[src/rtl/ace_cut_ctrl.sv]
// ace_cut_ctrl: outstanding-txn limiter, RACK/WACK generator and flush/quiesce handshake ahead of an ACE cut.
// Latency: zero on all channels (combinational), acks/counters/flush_ack registered one cycle; ACE_CUT_CTRL_ERR_EN enables err_o.
// Backpressure: AW/AR are gated (valid and ready forced low) at full count or while flushing, unless already presented.
package ace_cut_ctrl_pkg;
    typedef struct packed { logic [3:0] id; logic [31:0] addr; logic [7:0] len; } aw_chan_t;
    typedef struct packed { logic [31:0] data; logic [3:0] strb; logic last; } w_chan_t;
    typedef struct packed { logic [3:0] id; logic [1:0] resp; } b_chan_t;
    typedef struct packed { logic [3:0] id; logic [31:0] addr; logic [7:0] len; } ar_chan_t;
    typedef struct packed { logic [3:0] id; logic [31:0] data; logic [3:0] resp; logic last; } r_chan_t;
    typedef struct packed {
        aw_chan_t aw;
        logic     aw_valid;
        w_chan_t  w;
        logic     w_valid;
        logic     b_ready;
        ar_chan_t ar;
        logic     ar_valid;
        logic     r_ready;
        logic     wack;
        logic     rack;
    } axi_req_t;
    typedef struct packed {
        logic     aw_ready;
        logic     ar_ready;
        logic     w_ready;
        logic     b_valid;
        b_chan_t  b;
        logic     r_valid;
        r_chan_t  r;
    } axi_resp_t;
endpackage

module ace_cut_ctrl #(
    parameter int unsigned MaxTxns    = 8,
    parameter type         aw_chan_t  = ace_cut_ctrl_pkg::aw_chan_t,
    parameter type         w_chan_t   = ace_cut_ctrl_pkg::w_chan_t,
    parameter type         b_chan_t   = ace_cut_ctrl_pkg::b_chan_t,
    parameter type         ar_chan_t  = ace_cut_ctrl_pkg::ar_chan_t,
    parameter type         r_chan_t   = ace_cut_ctrl_pkg::r_chan_t,
    parameter type         axi_req_t  = ace_cut_ctrl_pkg::axi_req_t,
    parameter type         axi_resp_t = ace_cut_ctrl_pkg::axi_resp_t,
    localparam int unsigned CntW      = $clog2(MaxTxns + 1)
) (
    input  logic            clk_i,
    input  logic            rst_ni,
    input  axi_req_t        slv_req_i,
    output axi_resp_t       slv_resp_o,
    output axi_req_t        mst_req_o,
    input  axi_resp_t       mst_resp_i,
    input  logic            flush_req_i,
    output logic            flush_ack_o,
    output logic [CntW-1:0] rd_cnt_o,
    output logic [CntW-1:0] wr_cnt_o,
    output logic            err_o
);
    typedef enum logic [1:0] {Idle, Drain, Quiesced} state_e;

    localparam logic [CntW-1:0] MaxCnt = CntW'(MaxTxns);

    state_e          state_q;
    logic [CntW-1:0] rd_cnt_q, wr_cnt_q;
    logic            aw_lock_q, ar_lock_q, rack_q, wack_q, flush_ack_q;
    logic            aw_gate, ar_gate, aw_vld, ar_vld;
    logic            aw_hs, ar_hs, b_hs, r_last_hs, quiet;

    // A channel already presenting a request keeps it, so valid is never withdrawn.
    assign aw_gate   = !aw_lock_q && (state_q != Idle || wr_cnt_q == MaxCnt);
    assign ar_gate   = !ar_lock_q && (state_q != Idle || rd_cnt_q == MaxCnt);
    assign aw_vld    = slv_req_i.aw_valid && !aw_gate;
    assign ar_vld    = slv_req_i.ar_valid && !ar_gate;
    assign aw_hs     = aw_vld && mst_resp_i.aw_ready;
    assign ar_hs     = ar_vld && mst_resp_i.ar_ready;
    assign b_hs      = mst_resp_i.b_valid && slv_req_i.b_ready;
    assign r_last_hs = mst_resp_i.r_valid && slv_req_i.r_ready && mst_resp_i.r.last;
    assign quiet     = rd_cnt_q == '0 && wr_cnt_q == '0 && !aw_lock_q && !ar_lock_q
                       && !rack_q && !wack_q;

    function automatic logic [CntW-1:0] next_cnt(input logic [CntW-1:0] cnt,
                                                 input logic inc, input logic dec);
        if (inc && !dec) return cnt + CntW'(1);
        if (dec && !inc && cnt != '0) return cnt - CntW'(1);
        return cnt;
    endfunction

    always_ff @(posedge clk_i or negedge rst_ni) begin
        if (!rst_ni) begin
            state_q     <= Idle;
            rd_cnt_q    <= '0;
            wr_cnt_q    <= '0;
            aw_lock_q   <= 1'b0;
            ar_lock_q   <= 1'b0;
            rack_q      <= 1'b0;
            wack_q      <= 1'b0;
            flush_ack_q <= 1'b0;
        end else begin
            rd_cnt_q <= next_cnt(rd_cnt_q, ar_hs, r_last_hs);
            wr_cnt_q <= next_cnt(wr_cnt_q, aw_hs, b_hs);
            rack_q   <= r_last_hs;
            wack_q   <= b_hs;
            if (aw_hs)                              aw_lock_q <= 1'b0;
            else if (aw_vld && !mst_resp_i.aw_ready) aw_lock_q <= 1'b1;
            if (ar_hs)                              ar_lock_q <= 1'b0;
            else if (ar_vld && !mst_resp_i.ar_ready) ar_lock_q <= 1'b1;
            // flush_ack_q moves with the state so it is high exactly while Quiesced.
            unique case (state_q)
                Idle: if (flush_req_i) state_q <= Drain;
                Drain: begin
                    if (!flush_req_i) begin
                        state_q <= Idle;
                    end else if (quiet) begin
                        state_q     <= Quiesced;
                        flush_ack_q <= 1'b1;
                    end
                end
                Quiesced: begin
                    if (!flush_req_i) begin
                        state_q     <= Idle;
                        flush_ack_q <= 1'b0;
                    end
                end
                default: state_q <= Idle;
            endcase
        end
    end

`ifdef ACE_CUT_CTRL_ERR_EN
    logic underflow, err_q;
    assign underflow = (r_last_hs && rd_cnt_q == '0) || (b_hs && wr_cnt_q == '0);

    always_ff @(posedge clk_i or negedge rst_ni) begin
        if (!rst_ni) err_q <= 1'b0;
        else         err_q <= err_q || underflow;
    end
    assign err_o = err_q;

    underflow_chk: assert property (@(posedge clk_i) disable iff (!rst_ni) !underflow)
        else $error("ace_cut_ctrl: acknowledge without outstanding transaction");
`else
    assign err_o = 1'b0;
`endif

    always_comb begin
        mst_req_o          = slv_req_i;
        mst_req_o.aw       = aw_chan_t'(slv_req_i.aw);
        mst_req_o.w        = w_chan_t'(slv_req_i.w);
        mst_req_o.ar       = ar_chan_t'(slv_req_i.ar);
        mst_req_o.aw_valid = aw_vld;
        mst_req_o.ar_valid = ar_vld;
        mst_req_o.wack     = wack_q;
        mst_req_o.rack     = rack_q;
        slv_resp_o          = mst_resp_i;
        slv_resp_o.b        = b_chan_t'(mst_resp_i.b);
        slv_resp_o.r        = r_chan_t'(mst_resp_i.r);
        slv_resp_o.aw_ready = mst_resp_i.aw_ready && !aw_gate;
        slv_resp_o.ar_ready = mst_resp_i.ar_ready && !ar_gate;
    end

    assign flush_ack_o = flush_ack_q;
    assign rd_cnt_o    = rd_cnt_q;
    assign wr_cnt_o    = wr_cnt_q;
endmodule

[config.mk]
export PLATFORM = sky130hd
export DESIGN_NAME = ace_cut_ctrl
export DESIGN_NICKNAME = d
export VERILOG_FILES = /design/src/rtl/ace_cut_ctrl.sv
export SDC_FILE = /design/constraint.sdc
export NUM_CORES = 1
export LEC_CHECK = 0
export ABC_AREA = 1
export BUFFER_PORTS_ARGS = -buffer_cell sky130_fd_sc_hd__buf_2
export CAP_MARGIN = 20
export CORE_AREA = 3 3 148 150
export DETAILED_ROUTE_END_ITERATION = 8
export DIE_AREA = 0 0 151 153
export GPL_ROUTABILITY_DRIVEN = 0
export GPL_TIMING_DRIVEN = 0
export PLACE_DENSITY = 0.49
export RECOVER_POWER = 25
export SETUP_SLACK_MARGIN = 0.4
export SYNTH_ARGS = -nofsm -noshare
export SYNTH_HDL_FRONTEND = slang
export SYNTH_SLANG_ARGS = --single-unit
[constraint.sdc]
create_clock -name clk_i -period 3.5 [get_ports clk_i]
set_input_delay 0.35 -clock clk_i [delete_from_list [all_inputs] [get_ports clk_i]]
set_output_delay 0.35 -clock clk_i [all_outputs]
set_load 0.1 [all_outputs]
After elaboration in Yosys (flattened, before gate mapping)
Index checks and enable logic that the tools add are counted.

operators by class
  equality and inequality tests = 9
  reductions and logical operators = 51
  mux-type cells = 27
  add/subtract/negate cells = 4

operators by type and width
  kind                 number
  $mux 4               8
  $logic_and 1x1->1    24
  $mux 1               13
  $logic_not 1->1      12
  $reduce_bool 2->1    6
  $add 4x1->4 const B  2
  $eq 4x4->1 const B   2
  $logic_not 4->1      2
  $mux 2               4
  $ne 2x2->1 const B   4
  $reduce_bool 4->1    2
  $sub 4x1->4 const B  2
  $pmux 2 s3           1
  $reduce_and 4->1     1
  $ne 3x3->1 const B   1
  $reduce_and 3->1     1
  $eq 2x1->1 const B   1
  $eq 2x2->1 const B   1
  $logic_not 2->1      1
  $logic_or 1x1->1     2
  $pmux 1 s2           1

storage, ports and cells
  logic and storage cells = 99
  register bits = 15

Depth between registers and ports, before layout
Gate-level depths: netlist of the first run.

  depth in word-level cells = 13
  gate-level depth with buffers = 11
  gate-level depth less buffers = 11

Worst setup path before layout of the first run
No wires, ideal clock.

  path type = reg2out
  from = register wr_cnt_q[0] (netlist: wr_cnt_o[0])
  to = output port slv_resp_o[51] (netlist name)
  cell stages (with the launch flop) = 6
  data arrival time = 3.746 ns
  setup slack = -0.596 ns
  cell sequence = dfrtp_1 > inv_1 > ha_1 > nand3_2 > nand2_2 > a21boi_0

RTL lines
  what                      line  text
  start: declaration        61    logic [CntW-1:0] rd_cnt_q, wr_cnt_q;
  start signal: assignment  97    wr_cnt_q <= next_cnt(wr_cnt_q, aw_hs, b_hs);
  end: declaration          47    output axi_resp_t slv_resp_o,

Worst setup path in the final report of the first run
  from = register rd_cnt_q[0] (netlist: rd_cnt_o[0])
  to = output port mst_req_o[3] (netlist name)

between the ends
  longest elaborated chain between the ends = 5

RTL lines
  what                      line  text
  start: declaration        61
  start signal: assignment  96    rd_cnt_q <= next_cnt(rd_cnt_q, ar_hs, r_last_hs);
  $eq 4x4->1                68    assign ar_gate = !ar_lock_q && (state_q != Idle || rd_cnt_q == MaxCnt);
  $logic_or 1x1->1          68
  $logic_and 1x1->1         68
  $logic_not 1->1           70    assign ar_vld = slv_req_i.ar_valid && !ar_gate;
  $logic_and 1x1->1         70
  end: declaration          48    output axi_req_t mst_req_o,

No other way between the ends.

==> results.yml, run 1 <==
status:
  status: "finished, final reports clean"
timing:
  hold_violations: 0
  fmax_ghz: 0.440
  slew-limit-headroom_pct: 22.4
  max_slew.worst_pin.slew_ns: 1.17
  period_minus_slack_ns: 2.27
  setup_viol: 0
  fin_tns_setup_ns: 0
  rsz0062_at_grt: "no"
  maxSlewViolCount: 0
  finalCritPeriodShare_pct: 64.9
  skew_ns: 0.00445
synthesis:
  syn_avg_cell_area_um2: 7.80
  syn_area_um2: 2410
  yosysTopAreaCell: "buf_4"
  yosysMostFrequentCell: "buf_4"
  synthCells: 309
  netlist_top_cells_area: "buf_4 57%, dfrtp_1 16%, nand2_1 5.5%"
  synth_ff_type: "dfrtp_1"
  synth-edff-count: 0
  synth_top_cell_area_share_pct: 57.0
  synth-seq-cells: 15
  synth_seq_area_share_pct: 15.6
  synth_cell_types: 25
  async_flop_share_pct: 100
  yosysWarnings: 0
  yosys-top-cells-count: "183 x buf_4, 35 x nand2_1, 15 x dfrtp_1, 15 x inv_1, 14 x nand3_1"
  syn_nets: 500
die:
  initial_core_util_pct: 11.6
  die_area_um2: 23100
  die_w_um: 151
  ioPinCount: 381
  coreArea_um2: 20800
  die_y_um: 153
  row_count: 53
worst_setup_path:
  rr_worst_depth: 8
  path_cells: "inv_1 > ha_1 > nand3_2 > nand2_2 > nand2_4 > nand2_1 > inv_1 > buf_4 > buf_2"
  cp.arrival_ns: 1.92
  max_stage_delay_ns: 0.42
  r2r_end: "flush_ack_o"
  crit_top_cell: "inv_1"
  end_kind: "primary output"
  r2r_start: "wr_cnt_o[0]"
  critPathLaunchType: "flop"
  path_max_fanout: 5
  regToRegSetupSlack_ns: 1.89
  slowest_stage: "buf_2"
  critical_path_class: "reg -> out"
  required_ns: 3.15
clock_tree:
  clock-sinks: 15
  cts_buffers: 3
  h-tree-depth: 1
  post_cts_buffers: 0
  hold_buffers: 0
  clockBufferDepth: 2
  clk_latency_ns: 0.25
  cts.clk_slew.worst_paths_ns: 0.06
  cts-root-buf: "clkbuf_16"
  cts_tree: "built"
  postCtsResizedCells: 0
finish:
  post-route-util_pct: 18.3
  fin_nets: 709
  diodes: 0
  drive_gt1_share_pct: 72.1
  area_delta_synth_final_pct: 58.1
  fill_cells: 2359
  design_area_um2: 3810
detailed_routing:
  drtPass1Iterations: 4
  drt_iter0_markers: 32
  routed_wl_um: 8810
  vias_per_cell: 3.01
  route.detailed.drc: 0
  postRouteAntennaNets: 0
  vias: 2383
  wl_per_cell_um: 11.1
pwr:
  peakVddDrop_uv: 162
  p_leak_nw: 2.19
  cellPowerDensity_nw_per_um2: 626
grt:
  grtUsageMet1_pct: 6.95
  antenna_found_initial: 2
  grtUsageMet3_pct: 2.43
  grt_first_pass_wirelength_um: 12000
  grt_usage_pct: 6.74
  busiest_layer: "met2"
  grt_pass1_vias: 2266
  use_met2_pct: 12.9
  overflow: 0
  grt_max_degree: 16
job:
  cap_violations: 0
placed_design:
  port_buffers: 204
  dp_hpwl_um: 8210
  placed_cell_area_um2: 3780
worst_hold_path:
  min_path_type: "in -> async"
==> power breakdown <==
part	switching [mW]	internal, mW	leakage (nW)	total, mW
combinational	1.48	0.375	1.96	1.86
sequential	0.0682	0.224	0.187	0.293
clock	0.0779	0.155	0.0382	0.233
==> cell families after synthesis <==
group	count (synthesis)	synth area share [%]
AO/OA/AOI/OAI	6	1.76
XOR/XNOR	8	2.91
adder cells (fa/ha/maj)	4	2.08
buffers and inverters	203	60.1
flip-flops	15	15.6
other	1	0.156
AND/OR/NAND/NOR	72	17.4
==> flip-flops by register name (all words and copies together), names as in the netlist <==
name         cells
aw_lock_q        1
state_q          2
rack_q           1
wr_cnt_o         4
wack_q           1
ar_lock_q        1
rd_cnt_o         4
flush_ack_o      1
==> worst max-delay path by stage <==
stage / start / to / slack [ns] / cells after the start
6_report: rd_cnt_o[0] / mst_req_o[3] / 1.23 / 9
5_1_grt: wr_cnt_o[0] / mst_req_o[87] / 1.05 / 9
4_1_cts: wr_cnt_o[0] / mst_req_o[87] / 1.20 / 9
3_5_place_dp: rd_cnt_o[0] / mst_req_o[3] / 1.48 / 9
3_3_place_gp: rd_cnt_o[0] / mst_req_o[3] / 1.49 / 9
2_1_floorplan: rd_cnt_o[0] / slv_resp_o[50] / 0.66 / 5
==> through the flow <==
stage                     total power, mW  hold WS [ns]  instances  setup slack, ns
after detailed placement             2.19         0.315        788             1.48
after global placement               2.19         0.312        788             1.49
after floorplan                      1.92        0.0544        309            0.662
final                                2.38         0.234        792             1.23
after CTS                            2.43        0.0460        792             1.20
after global routing                 2.52         0.340        792             1.05
==> worst max-delay path, delay by kind of cell (launching register included) <==
family,cells,cell delay (ns)
and+or+nand+nor,4,0.32
buffers and inverters,4,0.69
adders and majority gates,1,0.26
DFF,1,0.40
==> final cells by class <==
class	count	area [µm²]	share of cell area (%)
Multi-Input combinational cell	91	593	15.6
Buffer	183	1370	36.1
Clock buffer	4	78.8	2.07
Tap cell	275	344	9.03
Inverter	20	75.1	1.97
Timing Repair Buffer	204	970	25.5
Sequential cell	15	375	9.85
==> per-layer routing <==
metal | share of wire (%) | wire (µm)
met1 | 32 | 2840
met2 | 55 | 4810
met3 | 12 | 1100
met4 | 0.44 | 39
met5 | 0.31 | 27
==> cell usage in the layout (no fill, tap or decap) <==
cell | netlist | routed
xnor2_1 | 4 | 4
ha_1 | 4 | 4
nor3_1 | 1 | 1
nand3_1 | 14 | 14
clkbuf_1 | 0 | 42
conb_1 | 1 | 1
inv_1 | 15 | 15
nand2_4 | 5 | 5
buf_2 | 0 | 163
o31ai_1 | 1 | 1
nor2_2 | 1 | 1
nand2_2 | 3 | 3
xor2_1 | 4 | 4
dfrtp_1 | 15 | 15
o21a_1 | 2 | 2
nor2_4 | 1 | 1
nor3b_2 | 1 | 1
nand3_4 | 2 | 2
nand3_2 | 2 | 2
nand2_1 | 35 | 35
o21ai_1 | 1 | 1
buf_4 | 183 | 183
clkbuf_16 | 0 | 3
inv_2 | 5 | 5
a21boi_2 | 0 | 2
nor2_1 | 5 | 5
nand4_2 | 1 | 1
nand4_4 | 1 | 1
Power figures use the tool's default switching activity.
==> run 2: changes to the inputs <==
Settings changed: ABC_AREA 1 to 0, CORE_AREA 3 3 148 150 to 3 3 149 151, DIE_AREA 0 0 151 153 to 0 0 152 154, PLACE_DENSITY 0.49 to 0.48.
Clock period 3.5 ns to 2.4 ns, I/O delays scaled along.
==> run 2 against run 1 <==
Effect of this change: setup slack got worse by 0.73 ns; via count decreased by 3.0%; first-iteration DRC count increased by 84%.
==> results.yml, run 2 <==
clock_tree:
  cts_buffers: 3
  clockBufferDepth: 2
  h-tree-depth: 1
  cts-root-buf: "clkbuf_16"
  cts.clk_slew.worst_paths_ns: 0.05
  clk_latency_ns: 0.25
  clock-sinks: 15
  cts_tree: "built"
timing:
  maxSlewViolCount: 0
  hold_violations: 0
  setup_viol: 0
  max_slew.worst_pin.slew_ns: 1.18
  rsz0062_at_grt: "yes"
  fmax_ghz: 0.525
  skew_ns: 0.00106
  slew-limit-headroom_pct: 22.0
  finalCritPeriodShare_pct: 79.4
  fin_tns_setup_ns: 0
  period_minus_slack_ns: 1.91
synthesis:
  async_flop_share_pct: 100
  synthCells: 277
  synth-edff-count: 0
  synth_top_family_by_area: "buffers and inverters"
  syn_avg_cell_area_um2: 8.20
  yosysWarnings: 0
  synth-simple-area-share_pct: 8.15
  synth_xor_area_share_pct: 1.16
  yosysMostFrequentCell: "buf_4"
  synth_seq_area_share_pct: 16.5
  syn_area_um2: 2270
  synth_fa_ha_area_share_pct: 2.20
  yosys-top-cells-count: "183 x buf_4, 15 x dfrtp_1, 9 x inv_1, 8 x nand2_1"
  yosysTopAreaCell: "buf_4"
  syn_nets: 468
  synth_ff_type: "dfrtp_1"
  synthMuxAreaShare_pct: 0.441
  synth_top_cell_area_share_pct: 60.5
  synth-seq-cells: 15
  synth_compound_area_share_pct: 9.15
  netlist_top_cells_area: "buf_4 60%, dfrtp_1 17%, ha_1 2.2%"
  synth_cell_types: 39
finish:
  fill_cells: 2346
  final_cell_mix: "185 x buf_4, 161 x buf_2, 40 x clkbuf_1"
  design_area_um2: 3810
  diodes: 0
  fin_nets: 680
  layout_commonest_cell: "buf_4"
  drive_gt1_share_pct: 77.5
  area_delta_synth_final_pct: 68.0
worst_setup_path:
  critical_path_class: "reg -> out"
  critPathBufInv: 3
  path_max_fanout: 5
  path_cells: "inv_1 > ha_4 > nand4bb_4 > o211a_1 > buf_4 > buf_6"
  end_kind: "primary output"
  cp.arrival_ns: 1.67
  cpLargestDelayFamily: "flip-flops"
  required_ns: 2.16
  max_stage_delay_ns: 0.49
  slowest_stage: "dfrtp_4"
  critPathLaunchType: "flop"
pwr:
  switchingPower_mw: 2.34
  cellPowerDensity_nw_per_um2: 917
  swShare_pct: 67.0
  pwr-share-comb_pct: 76.2
  intPower_mw: 1.16
  p_leak_nw: 2.05
  clkPwrFrac_pct: 9.6
  seqPwrFrac_pct: 14.2
  peakVddDrop_uv: 284
detailed_routing:
  route.detailed.drc: 0
  wl_per_cell_um: 11.3
  drt_iter0_markers: 59
  vias_per_cell: 3.03
  drtPass1Iterations: 4
  vias: 2312
  routed_wl_um: 8660
  postRouteAntennaNets: 0
die:
  die_area_um2: 23400
  initial_core_util_pct: 10.8
  die_w_um: 152
  row_count: 53
  die_y_um: 154
  ioPinCount: 381
  coreArea_um2: 21000
grt:
  antenna_found_initial: 0
  grt_pass1_vias: 2155
  grt_usage_pct: 6.42
  overflow: 0
  grt_first_pass_wirelength_um: 11900
  grt_max_degree: 16
job:
  cap_violations: 0
worst_hold_path:
  min_path_type: "in -> reg"
status:
  status: "finished, final reports clean"
placed_design:
  dp_hpwl_um: 7890
  placed_cell_area_um2: 3670
  port_buffers: 204
==> run 2: final timing paths <==
path | start | end | slack [ns] | cells past startpoint
setup / recovery | wr_cnt_o[0] | mst_req_o[87] | 0.49 | 6
hold reg to reg | state_q[1] | state_q[0] | 0.51 | 1
min in group asynchronous | rst_ni | rd_cnt_o[0] | 0.68 | 2
hold / removal | flush_req_i | state_q[1] | 0.24 | 2
setup reg to reg | rd_cnt_o[1] | rd_cnt_o[2] | 0.51 | 8
max in group asynchronous | rst_ni | wr_cnt_o[0] | 1.02 | 2
==> run 2: what timing repair did <==
| item | CTS | global route |
|---|---|---|
| pin swaps | 2 | 1 |
| hold buffers | 1 | 0 |
| setup buffers | 1 | 1 |
| endpoints found under the hold margin | 15 | 0 |
| endpoints found under the setup margin | 4 | 12 |
| resized for setup | 10 | 12 |
==> run 2: cell families after synthesis <==
family / Yosys count
other cells: 1
mux: 1
buf+inv: 193
fa+ha+maj: 4
xor+xnor: 3
flops: 15
simple gates: 32
compound gates: 28
==> run 2: through the flow <==
stage	power (mW)	utilization, %	hold WS (ns)	cells	setup WS, ns
after floorplan	2.71	-	-0.0556	277	0.330
after global placement	3.06	17.5	0.193	756	0.263
after detailed placement	3.07	17.5	0.194	756	0.266
after CTS	3.44	18.1	0.240	762	0.384
after global routing	3.65	18.2	0.247	763	0.381
final	3.50	18.2	0.242	763	0.495
==> run 2: area by class of cell <==
type	count	area, µm²	area share [%]
Buffer	184	1380	36.2
Clock buffer	3	75.1	1.97
Clock inverter	1	5.00	0.131
Inverter	9	38.8	1.02
Multi-Input combinational cell	69	559	14.7
Sequential cell	15	393	10.3
Tap cell	275	344	9.02
Timing Repair Buffer	207	1020	26.7
==> run 2: power groups by stage <==
stage               registers (mW)  clock network (mW)  logic [mW]
finish                       0.496               0.337        2.67
global route                 0.516               0.359        2.77
CTS                          0.478               0.345        2.61
detailed placement           0.481                   0        2.59
global placement             0.479                   0        2.59
floorplan                    0.931                   0        1.77
==> run 2: worst reg2reg max path: stages, from the launching register on <==
cell	delay, ns
dfrtp_4	0.51
inv_4	0.09
ha_4	0.15
nand4bb_1	0.15
o2111a_1	0.17
buf_2	0.17
and3_1	0.22
a311oi_2	0.24
a21oi_1	0.07
==> run 2: routing by layer <==
layer	GRT usage (%)	share of wire [%]
met2	12.8	56
met3	3.21	13
met1	5.98	30
met4	0.899	0.53
met5	0	0
==> run 3: changes to the inputs <==
Clock period 2.4 ns to 1.9 ns, I/O delays scaled along.
==> run 3 against run 2 <==
Effect of this change: non-clock buffer count up 19; critical endpoint unchanged; total power up 36%; sequential share of layout area down 0.69 points; combinational power up 39%; count of clock-buffer cells in the layout unchanged; clock skew up 0.00058 ns; critical path type unchanged.
==> results.yml, run 3 (synthesis results as in run 2) <==
timing:
  rsz0062_at_grt: "yes"
  fin_tns_setup_ns: 0
  hold_violations: 0
  slew-limit-headroom_pct: 22.0
  finalCritPeriodShare_pct: 90.9
  skew_ns: 0.00164
  setup_viol: 0
  timing.final.ws_setup_ns: 0.172
  max_slew.worst_pin.slew_ns: 1.17
  maxSlewViolCount: 0
  period_minus_slack_ns: 1.73
  fmax_ghz: 0.579
worst_setup_path:
  critical_path_class: "reg -> out"
  path_max_fanout: 3
  cp.arrival_ns: 1.54
  max_stage_delay_ns: 0.48
  slowest_stage: "dfrtp_4"
  required_ns: 1.71
  r2r_start: "wr_cnt_o[1]"
  path_cells: "inv_4 > ha_4 > nand4bb_4 > o211a_4 > buf_12 > buf_12"
  critPathLaunch: "wr_cnt_o[1]"
  end_kind: "primary output"
  crit_top_cell: "buf_12"
  critPathLaunchType: "flop"
finish:
  diodes: 0
  drive_gt1_share_pct: 81.1
  fill_cells: 2348
  final_cell_mix: "198 x buf_4, 159 x buf_2, 41 x clkbuf_1"
  layout_commonest_cell: "buf_4"
  area_delta_synth_final_pct: 81.2
  fin_nets: 699
pwr:
  cellPowerDensity_nw_per_um2: 1160
  p_leak_nw: 2.18
  peakVddDrop_uv: 288
clock_tree:
  clockBufferDepth: 2
  h-tree-depth: 1
  cts.clk_slew.worst_paths_ns: 0.05
  clock-sinks: 15
  cts-root-buf: "clkbuf_16"
  cts_tree: "built"
  clk_latency_ns: 0.24
  cts_buffers: 3
placed_design:
  port_buffers: 204
  dp_hpwl_um: 7590
  dp_slack_ns: -0.0561
die:
  die_w_um: 152
  row_count: 53
  coreArea_um2: 21000
  die_area_um2: 23400
  die_y_um: 154
  initial_core_util_pct: 10.8
  ioPinCount: 381
grt:
  overflow: 0
  grt_max_degree: 16
  antenna_found_initial: 0
  grt_usage_pct: 6.25
  grt_first_pass_wirelength_um: 11900
  grt_pass1_vias: 2226
detailed_routing:
  drt_iter0_markers: 52
  routed_wl_um: 8600
  postRouteAntennaNets: 0
  route.detailed.drc: 0
  vias: 2414
  wl_per_cell_um: 11.0
  vias_per_cell: 3.09
  drtPass1Iterations: 4
worst_hold_path:
  min_path_type: "in -> reg"
  hp-start: "flush_req_i"
status:
  status: "finished, final reports clean"
job:
  cap_violations: 0
[run 3: cell count changes in the layout (fill, tap and decap cells not counted), sizes merged]
| cell | delta |
|---|---|
| clkbuf | +1 |
| buf | +18 |
[run 3: worst paths after layout]
check                                      to  slack (ns)  depth (start not counted)
min in group asynchronous         wr_cnt_o[0]        0.62                          2
max in group asynchronous         rd_cnt_o[1]        0.59                          2
worst max-delay path            mst_req_o[87]        0.17                          6
worst min register to register     state_q[0]        0.55                          1
worst max register to register    wr_cnt_o[3]        0.19                          7
worst min-delay path               state_q[1]        0.23                          2
[run 3: layer usage]
layer	vias to the layer above	GRT usage, %	wire length, µm
li1	1174	-	-
met5	-	0	0
met1	1052	6.27	2880
met2	186	12.2	4730
met3	2	2.05	922
met4	0	1.80	76
[run 3: area by class of cell]
cell class / instances / area (µm²) / area share, %
multi-input combinational: 69 / 642 / 15.6
clock inverter: 1 / 5.00 / 0.122
buffer: 184 / 1400 / 34.1
sequential: 15 / 395 / 9.61
timing repair buffer: 226 / 1210 / 29.4
inverter: 9 / 43.8 / 1.06
clock buffer: 3 / 75.1 / 1.82
tap: 275 / 344 / 8.36
[run 3: where the power goes]
group          internal (mW)  switching [mW]  total, mW  leakage (nW)
combinational          0.966            2.75       3.72          1.97
sequential             0.455           0.174      0.628         0.167
clock                  0.281           0.135      0.416        0.0409
total                   1.70            3.06       4.76          2.18
[run 3: metrics by stage]
step	cell area [µm²]	std cells	power [mW]	hold slack (ns)	utilization, %
floorplan	2390	277	3.55	-0.106	-
global placement	3760	756	4.01	0.143	17.9
detailed placement	3760	756	4.01	0.147	17.9
CTS	4050	775	4.65	0.223	19.3
global route	4120	782	4.96	0.243	19.6
finish	4120	782	4.76	0.232	19.6
[run 3: worst max-delay path: cells and delay by family, from the launching register on]
family	cells	cell delay, ns
fa+ha+maj	1	0.15
buf+inv	3	0.34
compound gates	1	0.18
simple gates	1	0.13
flops	1	0.48
[run 3: repair_timing]
| item | CTS | global route |
|---|---|---|
| endpoints found under the hold margin | 15 | 0 |
| hold buffers | 1 | 0 |
| pin swaps | 9 | 6 |
| setup buffers | 13 | 7 |
| resized for setup | 25 | 12 |
| cloned | 1 | 0 |
| endpoints found under the setup margin | 15 | 17 |
